## config.mk

```make
export PLATFORM = sky130hd
export DESIGN_NAME = wave_seq_ctrl
export DESIGN_NICKNAME = d
export VERILOG_FILES = /design/src/rtl/wave_seq_ctrl.sv
export SDC_FILE = /design/constraint.sdc
export NUM_CORES = 1
export LEC_CHECK = 0
export ABC_AREA = 0
export BUFFER_PORTS_ARGS = -buffer_cell sky130_fd_sc_hd__buf_4
export CORE_ASPECT_RATIO = 1.75
export CORE_MARGIN = 2
export CORE_UTILIZATION = 25
export CTS_CLUSTER_DIAMETER = 60
export CTS_CLUSTER_SIZE = 40
export DETAILED_ROUTE_END_ITERATION = 8
export REMOVE_ABC_BUFFERS = 1
export SLEW_MARGIN = 10
export SYNTH_ARGS = -nofsm -noshare
export SYNTH_HDL_FRONTEND = slang
export SYNTH_SLANG_ARGS = --single-unit
```

## constraint.sdc

```tcl
create_clock -name clk -period 3.5 [get_ports clk]
set_input_delay 0.525 -clock clk [delete_from_list [all_inputs] [get_ports clk]]
set_output_delay 0.525 -clock clk [all_outputs]
set_load 0.02 [all_outputs]
```

## src/rtl/wave_seq_ctrl.sv

```systemverilog
// Wave generator config controller: manual UART config or a programmable 8-entry sequence.
// Define WAVE_SEQ_LOOP_EN to make the sequence repeat instead of stopping after the last entry.
module wave_seq_ctrl (
    input  logic       clk,
    input  logic       rst,
    input  logic       uart_valid,
    input  logic [2:0] uart_wave,
    input  logic [5:0] uart_freq,
    input  logic       uart_noise,
    input  logic       prog_we,
    input  logic [2:0] prog_addr,
    input  logic [2:0] prog_wave,
    input  logic [5:0] prog_freq,
    input  logic       prog_noise,
    input  logic [7:0] prog_dwell,
    input  logic [2:0] seq_last,
    input  logic       seq_start,
    input  logic       seq_stop,
    input  logic       tick,
    output logic [2:0] wave_select,
    output logic [5:0] freq_select,
    output logic       white_noise_en,
    output logic       cfg_strobe,
    output logic       busy,
    output logic [2:0] seq_idx
);

    typedef enum logic [1:0] {IDLE, LOAD, DWELL} state_t;

    state_t     state, state_nx;
    logic [2:0] tbl_wave  [8];
    logic [5:0] tbl_freq  [8];
    logic       tbl_noise [8];
    logic [7:0] tbl_dwell [8];

    logic [7:0] dwell_cnt, cnt_nx;
    logic [2:0] idx_nx, wave_nx;
    logic [5:0] freq_nx;
    logic       noise_nx, strobe_nx;

    // Table writes are independent of the FSM; a LOAD in the same cycle sees the old entry.
    always_ff @(posedge clk) begin
        if (rst) begin
            for (int i = 0; i < 8; i++) begin
                tbl_wave[i]  <= '0;
                tbl_freq[i]  <= '0;
                tbl_noise[i] <= 1'b0;
                tbl_dwell[i] <= '0;
            end
        end else if (prog_we) begin
            tbl_wave[prog_addr]  <= prog_wave;
            tbl_freq[prog_addr]  <= prog_freq;
            tbl_noise[prog_addr] <= prog_noise;
            tbl_dwell[prog_addr] <= prog_dwell;
        end
    end

    always_ff @(posedge clk) begin
        if (rst) begin
            state          <= IDLE;
            seq_idx        <= '0;
            dwell_cnt      <= '0;
            wave_select    <= '0;
            freq_select    <= '0;
            white_noise_en <= 1'b0;
            cfg_strobe     <= 1'b0;
        end else begin
            state          <= state_nx;
            seq_idx        <= idx_nx;
            dwell_cnt      <= cnt_nx;
            wave_select    <= wave_nx;
            freq_select    <= freq_nx;
            white_noise_en <= noise_nx;
            cfg_strobe     <= strobe_nx;
        end
    end

    // UART config always wins; otherwise stop beats normal sequencing.
    always_comb begin
        state_nx  = state;
        idx_nx    = seq_idx;
        cnt_nx    = dwell_cnt;
        wave_nx   = wave_select;
        freq_nx   = freq_select;
        noise_nx  = white_noise_en;
        strobe_nx = 1'b0;

        if (uart_valid) begin
            wave_nx   = uart_wave;
            freq_nx   = uart_freq;
            noise_nx  = uart_noise;
            strobe_nx = 1'b1;
            state_nx  = IDLE;
        end else begin
            case (state)
                IDLE: begin
                    if (seq_start) begin
                        idx_nx   = '0;
                        state_nx = LOAD;
                    end
                end
                LOAD: begin
                    if (seq_stop) begin
                        state_nx = IDLE;
                    end else begin
                        wave_nx   = tbl_wave[seq_idx];
                        freq_nx   = tbl_freq[seq_idx];
                        noise_nx  = tbl_noise[seq_idx];
                        strobe_nx = 1'b1;
                        cnt_nx    = (tbl_dwell[seq_idx] == 8'd0) ? 8'd1 : tbl_dwell[seq_idx];
                        state_nx  = DWELL;
                    end
                end
                DWELL: begin
                    if (seq_stop) begin
                        state_nx = IDLE;
                    end else if (tick) begin
                        if (dwell_cnt <= 8'd1) begin
                            cnt_nx = '0;
                            if (seq_idx < seq_last) begin
                                idx_nx   = seq_idx + 3'd1;
                                state_nx = LOAD;
                            end else begin
`ifdef WAVE_SEQ_LOOP_EN
                                idx_nx   = '0;
                                state_nx = LOAD;
`else
                                state_nx = IDLE;
`endif
                            end
                        end else begin
                            cnt_nx = dwell_cnt - 8'd1;
                        end
                    end
                end
                default: state_nx = IDLE;
            endcase
        end
    end

    assign busy = (state != IDLE);

endmodule

```

* Word level (Yosys, flattened, before mapping)
Memory sizes are Yosys's and may differ from the RTL's. A register that Yosys moved wholly into a read port is not among the register bits. Cells that the tools add are included.
Storage, ports and cells: output and inout port bits 15, word-level logic and storage cells 98, input bits 41, register bits 24, memories kept 4, RAM bits 144
Memory list:
- tbl_dwell | depth 8, bits a word 8, read ports 1, clocked after memory_dff 1, wr ports 8, line 34 | logic [7:0] tbl_dwell [8];
- tbl_freq | depth 8, bits a word 6, read ports 1, clocked after memory_dff 1, wr ports 8, line 32 | logic [5:0] tbl_freq [8];
- tbl_wave | depth 8, bits a word 3, read ports 1, clocked after memory_dff 1, wr ports 8, line 31 | logic [2:0] tbl_wave [8];
- tbl_noise | depth 8, bits a word 1, read ports 1, clocked after memory_dff 1, wr ports 8, line 33 | logic tbl_noise [8];
Operators by class: reductions and logical operators 15, bitwise logic cells 1, add/subtract/negate cells 2, order comparisons 2, muxes and demuxes 56, eq/ne operators 11
Operator list (number):
- 2-to-1 mux 3 bit | 21
- 2-to-1 mux 8 bit | 6
- 2-to-1 mux 6 bit | 4
- 2-to-1 mux 1 bit | 17
- case mux 8 bit (2 select lines) | 1
- inequality test 2 bit (second input constant) | 7
- 2-to-1 mux 2 bit | 5
- <= comparator 8 x 1 -> 1 bit (second input constant) | 1
- zero test 8 bit | 1
- nonzero test 2 bit | 4
- OR reduction 8 bit | 1
- subtractor 8 x 1 -> 8 bit (second input constant) | 1
- AND reduction 7 bit | 1
- inequality test 3 bit (second input constant) | 2
- case mux 2 bit (3 select lines) | 1
- case mux 3 bit (2 select lines) | 1
- OR reduction 6 bit | 1
- AND reduction 5 bit | 1
- adder 3 x 1 -> 3 bit (second input constant) | 1
- < comparator 3 bit | 1
- AND reduction 3 bit | 1
- OR reduction 3 bit | 1
- equality test 2 x 1 -> 1 bit (second input constant) | 1
- equality test 2 bit (second input constant) | 1
- 5 further kinds | 5

* Longest topological paths before layout
Gate-level depths: netlist of the first run.
word-level depth 8, depth in mapped cells 8, depth with buffers taken out 7

* Worst setup path after synthesis of the first run
Ideal clock, no wire load.
path type input -> register, start point in rst, end point mem tbl_dwell[1][0], enable pin, buffers on the path 0, setup time 0.418 ns, cell stages on the path 3, data arrival time 2.205 ns, required time 3.082 ns, slack 0.877 ns, cell sequence inv_1 -> nand3b_1 -> o21ai_0
RTL lines:
- from (decl) | line 5 | input logic rst,
- to (decl) | line 34

==> results of run 1 <==
[worst paths after layout]
| kind | startpoint | to | slack [ns] | cells after the start |
|---|---|---|---|---|
| setup / recovery | register | dwell_cnt[5] | 1.12 | 5 |
| hold / removal | uart_noise | white_noise_en | 0.29 | 3 |
| setup reg to reg | register | dwell_cnt[5] | 1.12 | 5 |
| hold reg to reg | dwell_cnt[7] | dwell_cnt[7] | 0.50 | 2 |
[power breakdown]
group          switching [uW]  internal [uW]  total [uW]
logic                     212            179         391
registers                62.6           2330        2390
clock network             777           1120        1900
[tightest hold or removal path, delay by kind of cell]
family,cells,cell delay (ns)
AOI/OAI and AO/OA,1,0.06
buffers and inverters,1,0.07
and+or+nand+nor,1,0.03
[metrics by stage]
stage / power, uW / setup WS (ns) / std cells / hold slack (ns) / area, um^2
global placement: 2825 / 0.6830 / 1054 / 0.4785 / 9046
floorplan: 2637 / 0.4466 / 580 / 0.4574 / 7943
global route: 4839 / 0.9471 / 1086 / 0.3024 / 9646
CTS: 4723 / 1.053 / 1086 / 0.2769 / 9646
detailed placement: 2834 / 1.031 / 1054 / 0.4877 / 9049
finish: 4683 / 1.118 / 1086 / 0.2930 / 9646
[routing by layer]
layer	wire length [um]	GRT usage, %	up-vias
met2	10710	22.01	97
met1	7226	12.16	2473
met4	532	5.029	0
met3	624	2.416	36
li1	-	-	2404
met5	0	0	-
[cells by family after synthesis]
| logic type | count (synthesis) | synth area share [%] |
|---|---|---|
| adder cells (fa/ha/maj) | 5 | 0.7741 |
| AND/OR/NAND/NOR | 248 | 17.49 |
| flip-flops | 171 | 60.20 |
| AO/OA/AOI/OAI | 91 | 6.890 |
| multiplexers | 55 | 12.46 |
| buffers and inverters | 42 | 2.183 |
[area by class of cell]
cell class | instances | share of cell area (%)
clock inverters | 14 | 1.738
repair buffers | 74 | 5.889
clock buffers | 18 | 4.449
multi-input cells | 399 | 31.88
flip-flops and latches | 171 | 50.46
well taps | 400 | 5.189
inverters | 10 | 0.3892
[placed cells by master, fill, tap and decap left out, drive strengths merged, types with 2 or more instances in the layout]
cell	count
edfxtp	144
nor3	16
nor3b	4
nor4	4
mux2	5
a32oi	2
nor2	31
nand2	26
mux2i	14
nand3b	6
clkinv	5
dfxtp	27
inv	14
a22oi	5
clkbuf	18
nand2b	5
buf	74
a211oi	5
ha	5
mux4	36
or3	5
bufinv	3
o22ai	9
a2111oi	2
clkinvlp	2
or2	2
and2	145
a21oi	23
o21ai	34
o31ai	3
o311ai	2
o221ai	2
[state kept, by name, summed over array words and instances, names as in the netlist, named ones only]
signal	cells
tbl_freq	48
tbl_wave	24
freq_select	6
seq_idx	3
dwell_cnt	8
cfg_strobe	1
tbl_noise	8
tbl_dwell	64
white_noise_en	1
wave_select	3
state	2
==> impl_results.md, run 1 <==
* Ys Warns at 0
* Mapped Avg Cell Area at about 13 um^2
* Fraction of registers with async set/reset at 0%
* Routed WL at approximately 19000 um
* Initial antenna violation count at 0
* Post-route clock period utilization at 68.06%
* Largest net degree at the start of global routing at 34
* Final Hold Viols at 0
* Setup TNS at 0 ns
* Worst path slowest cell: dfxtp_2
* Slew headroom at about two fifths
* Mapped Cells at roughly 600
* Gpl congestion at 0.8189
* Core area at between 30000 and 40000 um^2
* RSZ-0062 raised after global routing: false
* CTS clk-pin slew, worst paths at about 0.070 ns
* WP buf/inv at 1
* Post-synth top area share at 53.51%
* Post-DP HPWL at around 14000 um
* Postcts setup bufs at 0
* Crit-path leading delay family: flip-flops
* First-pass GRT wire length at approximately 30000 um
* CP cell instances: buf_4 > mux4_2 > mux2_2 > a22oi_1 > a21oi_1
* Peak supply drop at between 300 and 400 uV
* Ports at 56
* Worst Setup End Kind: register
* Outcome: finished clean
* Drt drc at 0
* Pwr dens at 485.5 nW/um^2
* CP Class: reg -> reg
* CTS Buf Count at 17
* CTS tree: yes
* Layout Utilization at between 30% and 40%
* Routed Antenna Nets at 0
* Die height at 241.8 um
* Vias in the first global route at 5239
* Area Growth Syn to Fin at 19.35%
* # port buffers at 55
* Net count, final at 719
* Initial Util at around a quarter
* Seq/Total Area, Yosys at 60.20%
* Hold-fix buffers at CTS at 0
* # H-tree levels at 4
* Fin. max-slew vios at 0
* CTS resizes at 0
* Antenna cells at 0
* Synth top cells by count: 145 x and2_1, 144 x edfxtp_1, 36 x mux4_2, 34 x o21ai_0, 31 x nor2_1
* DR pass1 iterations at 4
* Fillers at between 3000 and 4000
* Pin slew with the least headroom to its limit at roughly 0.87 ns
* Worst hold path class: in -> reg
* Clk_lat worst skew at about 0.43 ns
* Crit path launch type: register
* Clk_skew at around 0.0065 ns
* Maximum capacitance violations at 0
* CTS sink cnt at between 150 and 200
* Gr ovfl total at 0
* Endpoints failing setup at 0
* Die footprint at about 34000 um^2
* FF+latch area at ~5000 um^2
* Post-synth EDFFs at roughly 140
* Count of cell types in the netlist at 42
* DRT iter0 DRCs at around 340
* Leading area contributor after synthesis: edfxtp_1
* Die Wd at about 140 um
* Layout cells sized above 1 at between 20% and 30%
* GRT Overall Usage at 11.61%
* CTS Buffer Depth at 2
* Max Fanout on Critical Path at 27
* WP data arrival at 2.70 ns
* Area used by multi-input combinational logic at ~3100 um^2
* Top_reg_cell synth: edfxtp_1
* Top post-synthesis cells by area: edfxtp_1 54%, and2_1 11%, mux4_2 10%, dfxtp_1 6.7%, o21ai_0 2.1%
* Leakage at 0.003270 uW
* Cell row count at 87
* Post-Syn Area at around 8000 um^2
* Via count at approximately 5000
* Vias per cell at 4.613
* Max Clk Rate at around 420 MHz
* Required @ worst endpoint at ~3.8 ns
* Slowest stage delay, CP at approximately 0.85 ns
* Flops & latches, synth at about 170
* Count leader, synth: and2_1
* Wire per inst at approximately 18 um
* Root Buffer: clkbuf_16
* Post-layout minimum cycle time at about 2.4 ns
Power figures use the tool's default switching activity.
==> run 2, diff against run 1 <==
clock period = 2.1 ns   (was 3.5 ns; I/O delays follow)
==> run 2 against run 1 <==
Fmax rose by 24%. Critical path depth rose by 1. Non-clock buffer count rose by 20. Sequential power rose by 66%. Cell count rose by 1.9%. Die area did not move. Routed wire length rose by 9.0%. Power rose by 67%. Utilization rose by 0.73 points. Clock power rose by 64%. Critical path type unchanged. Largest cell class unchanged. Highest routed layer is now met5.
==> impl_results.md, run 2 (same netlist as run 1, synthesis figures left out) <==
* Crit path launch type: register
* Gpl congestion at around 0.8
* Routed Antenna Nets at 0
* Outcome: finished clean
* Commonest non-fill, non-tap cell in the layout: and2_1
* # H-tree levels at 4
* Area Growth Syn to Fin at 22.25%
* Top flop regs: tbl_dwell x64, tbl_freq x48, tbl_wave x24
* Vias per cell at around 4.7
* Clk_skew at ~0.011 ns
* Via count at ~5200
* Vias in the first global route at ~5600
* Net count, final at 739
* Root Buffer: clkbuf_16
* Initial antenna violation count at 2
* Post-layout minimum cycle time at 1.924 ns
* Ports at 56
* Wire per inst at 18.80 um
* Leakage at 0.003393 uW
* Max Fanout on Critical Path at 9
* Routed WL at roughly 21000 um
* Pwr dens at 790.7 nW/um^2
* Most frequent cells in the layout: 145 x and2_1, 144 x edfxtp_1, 85 x buf_4
* DRT iter0 DRCs at 326
* Core area at about 32000 um^2
* Peak supply drop at 318.6 uV
* Postcts setup bufs at 0
* CTS resizes at 0
* Required @ worst endpoint at between 2 and 2.5 ns
* Pin slew with the least headroom to its limit at 0.6480 ns
* CTS Buffer Depth at 2
* Post-DP HPWL at between 10000 and 15000 um
* Max Clk Rate at between 500 and 600 MHz
* Maximum capacitance violations at 0
* DR pass1 iterations at 4
* CTS tree: yes
* First-pass GRT wire length at ~32000 um
* Max reg flops at between 60 and 70
* Final WS setup at ~0.18 ns
* Worst slack, placed at roughly 0.084 ns
* # port buffers at between 50 and 60
* WP data arrival at between 2 and 2.5 ns
* Fin Hold WS at about 0.078 ns
* Die height at 241.8 um
* CTS Buf Count at 17
* Slew headroom at 56.54%
* Drt drc at 0
* Initial Util at between 20 and 30%
* Worst hold path class: in -> reg
* Endpoints failing setup at 0
* Worst Setup End Kind: register
* Final Hold Viols at 0
* Gr ovfl total at 0
* Fin. max-slew vios at 0
* Clk_lat worst skew at about 0.44 ns
* Fillers at around 3200
* Layout cells sized above 1 at between 20% and 30%
* Cell row count at between 80 and 90
* FF+latch area at approximately 5000 um^2
* Setup TNS at 0 ns
* RSZ-0062 raised after global routing: false
* GRT Overall Usage at roughly an eighth
* Die footprint at ~34000 um^2
* CTS sink cnt at between 150 and 200
* CTS clk-pin slew, worst paths at around 0.07 ns
* CP Class: reg -> reg
* Largest Register: tbl_dwell
* Area used by multi-input combinational logic at between 3000 and 4000 um^2
* Hold-fix buffers at CTS at 0
* Post-route clock period utilization at between 90 and 100%
* Die Wd at roughly 140 um
* Largest net degree at the start of global routing at 31
-- run 2: cell count changes in the layout (fill, tap and decap cells not counted), moves of 2 or more --
cell       before  now
buf_4          73   85
bufinv_16       3    1
inv_8           0    4
clkinv_2        3    0
buf_12          1    9
-- run 2: worst paths after layout --
path | start | end | slack, ns | depth (start not counted)
max | register | dwell_cnt[0] | 0.18 | 6
min | uart_noise | white_noise_en | 0.08 | 3
max reg2reg | register | dwell_cnt[0] | 0.18 | 6
min reg2reg | dwell_cnt[7] | dwell_cnt[7] | 0.50 | 2
-- run 2: cell type report --
cell class                 instances  area share, %
antenna                            1        0.02533
clock buffer                      18          4.344
clock inverter                    14          1.520
inverter                          10         0.3799
multi-input combinational        399          31.12
sequential                       171          49.27
tap                              400          5.066
timing repair buffer              94          8.283
-- run 2: metal layers --
metal / vias to the layer above / global-route usage, % / routed length (um)
li1: 2441 / - / -
met1: 2533 / 12.91 / 7491
met2: 144 / 23.64 / 11520
met3: 52 / 2.475 / 929
met4: 2 / 6.971 / 860
met5: - / 0 / 16
-- run 2: report_power, final --
part / leakage (uW) / internal [uW] / switching [uW]
clock network: 0.000276 / 1680 / 1440
logic: 0.00152 / 336 / 389
registers: 0.00160 / 3880 / 89.8
-- run 2: through the flow --
stage	power [uW]	cell area [um^2]	instances	utilization, %
after floorplan	4395	7943	580	-
after global routing	8053	9877	1106	30.86
after CTS	7873	9876	1106	30.86
final	7812	9879	1107	30.87
after global placement	4758	9296	1074	29.05
after detailed placement	4777	9296	1074	29.05
-- run 2: worst max-delay path, stage by stage, from the launching register on --
cell       delay (ns)
dfxtp_2          0.42
buf_4            0.20
nor3_1           0.18
a211oi_1         0.11
a2111oi_1        0.54
o2111ai_1        0.19
o31ai_1          0.21
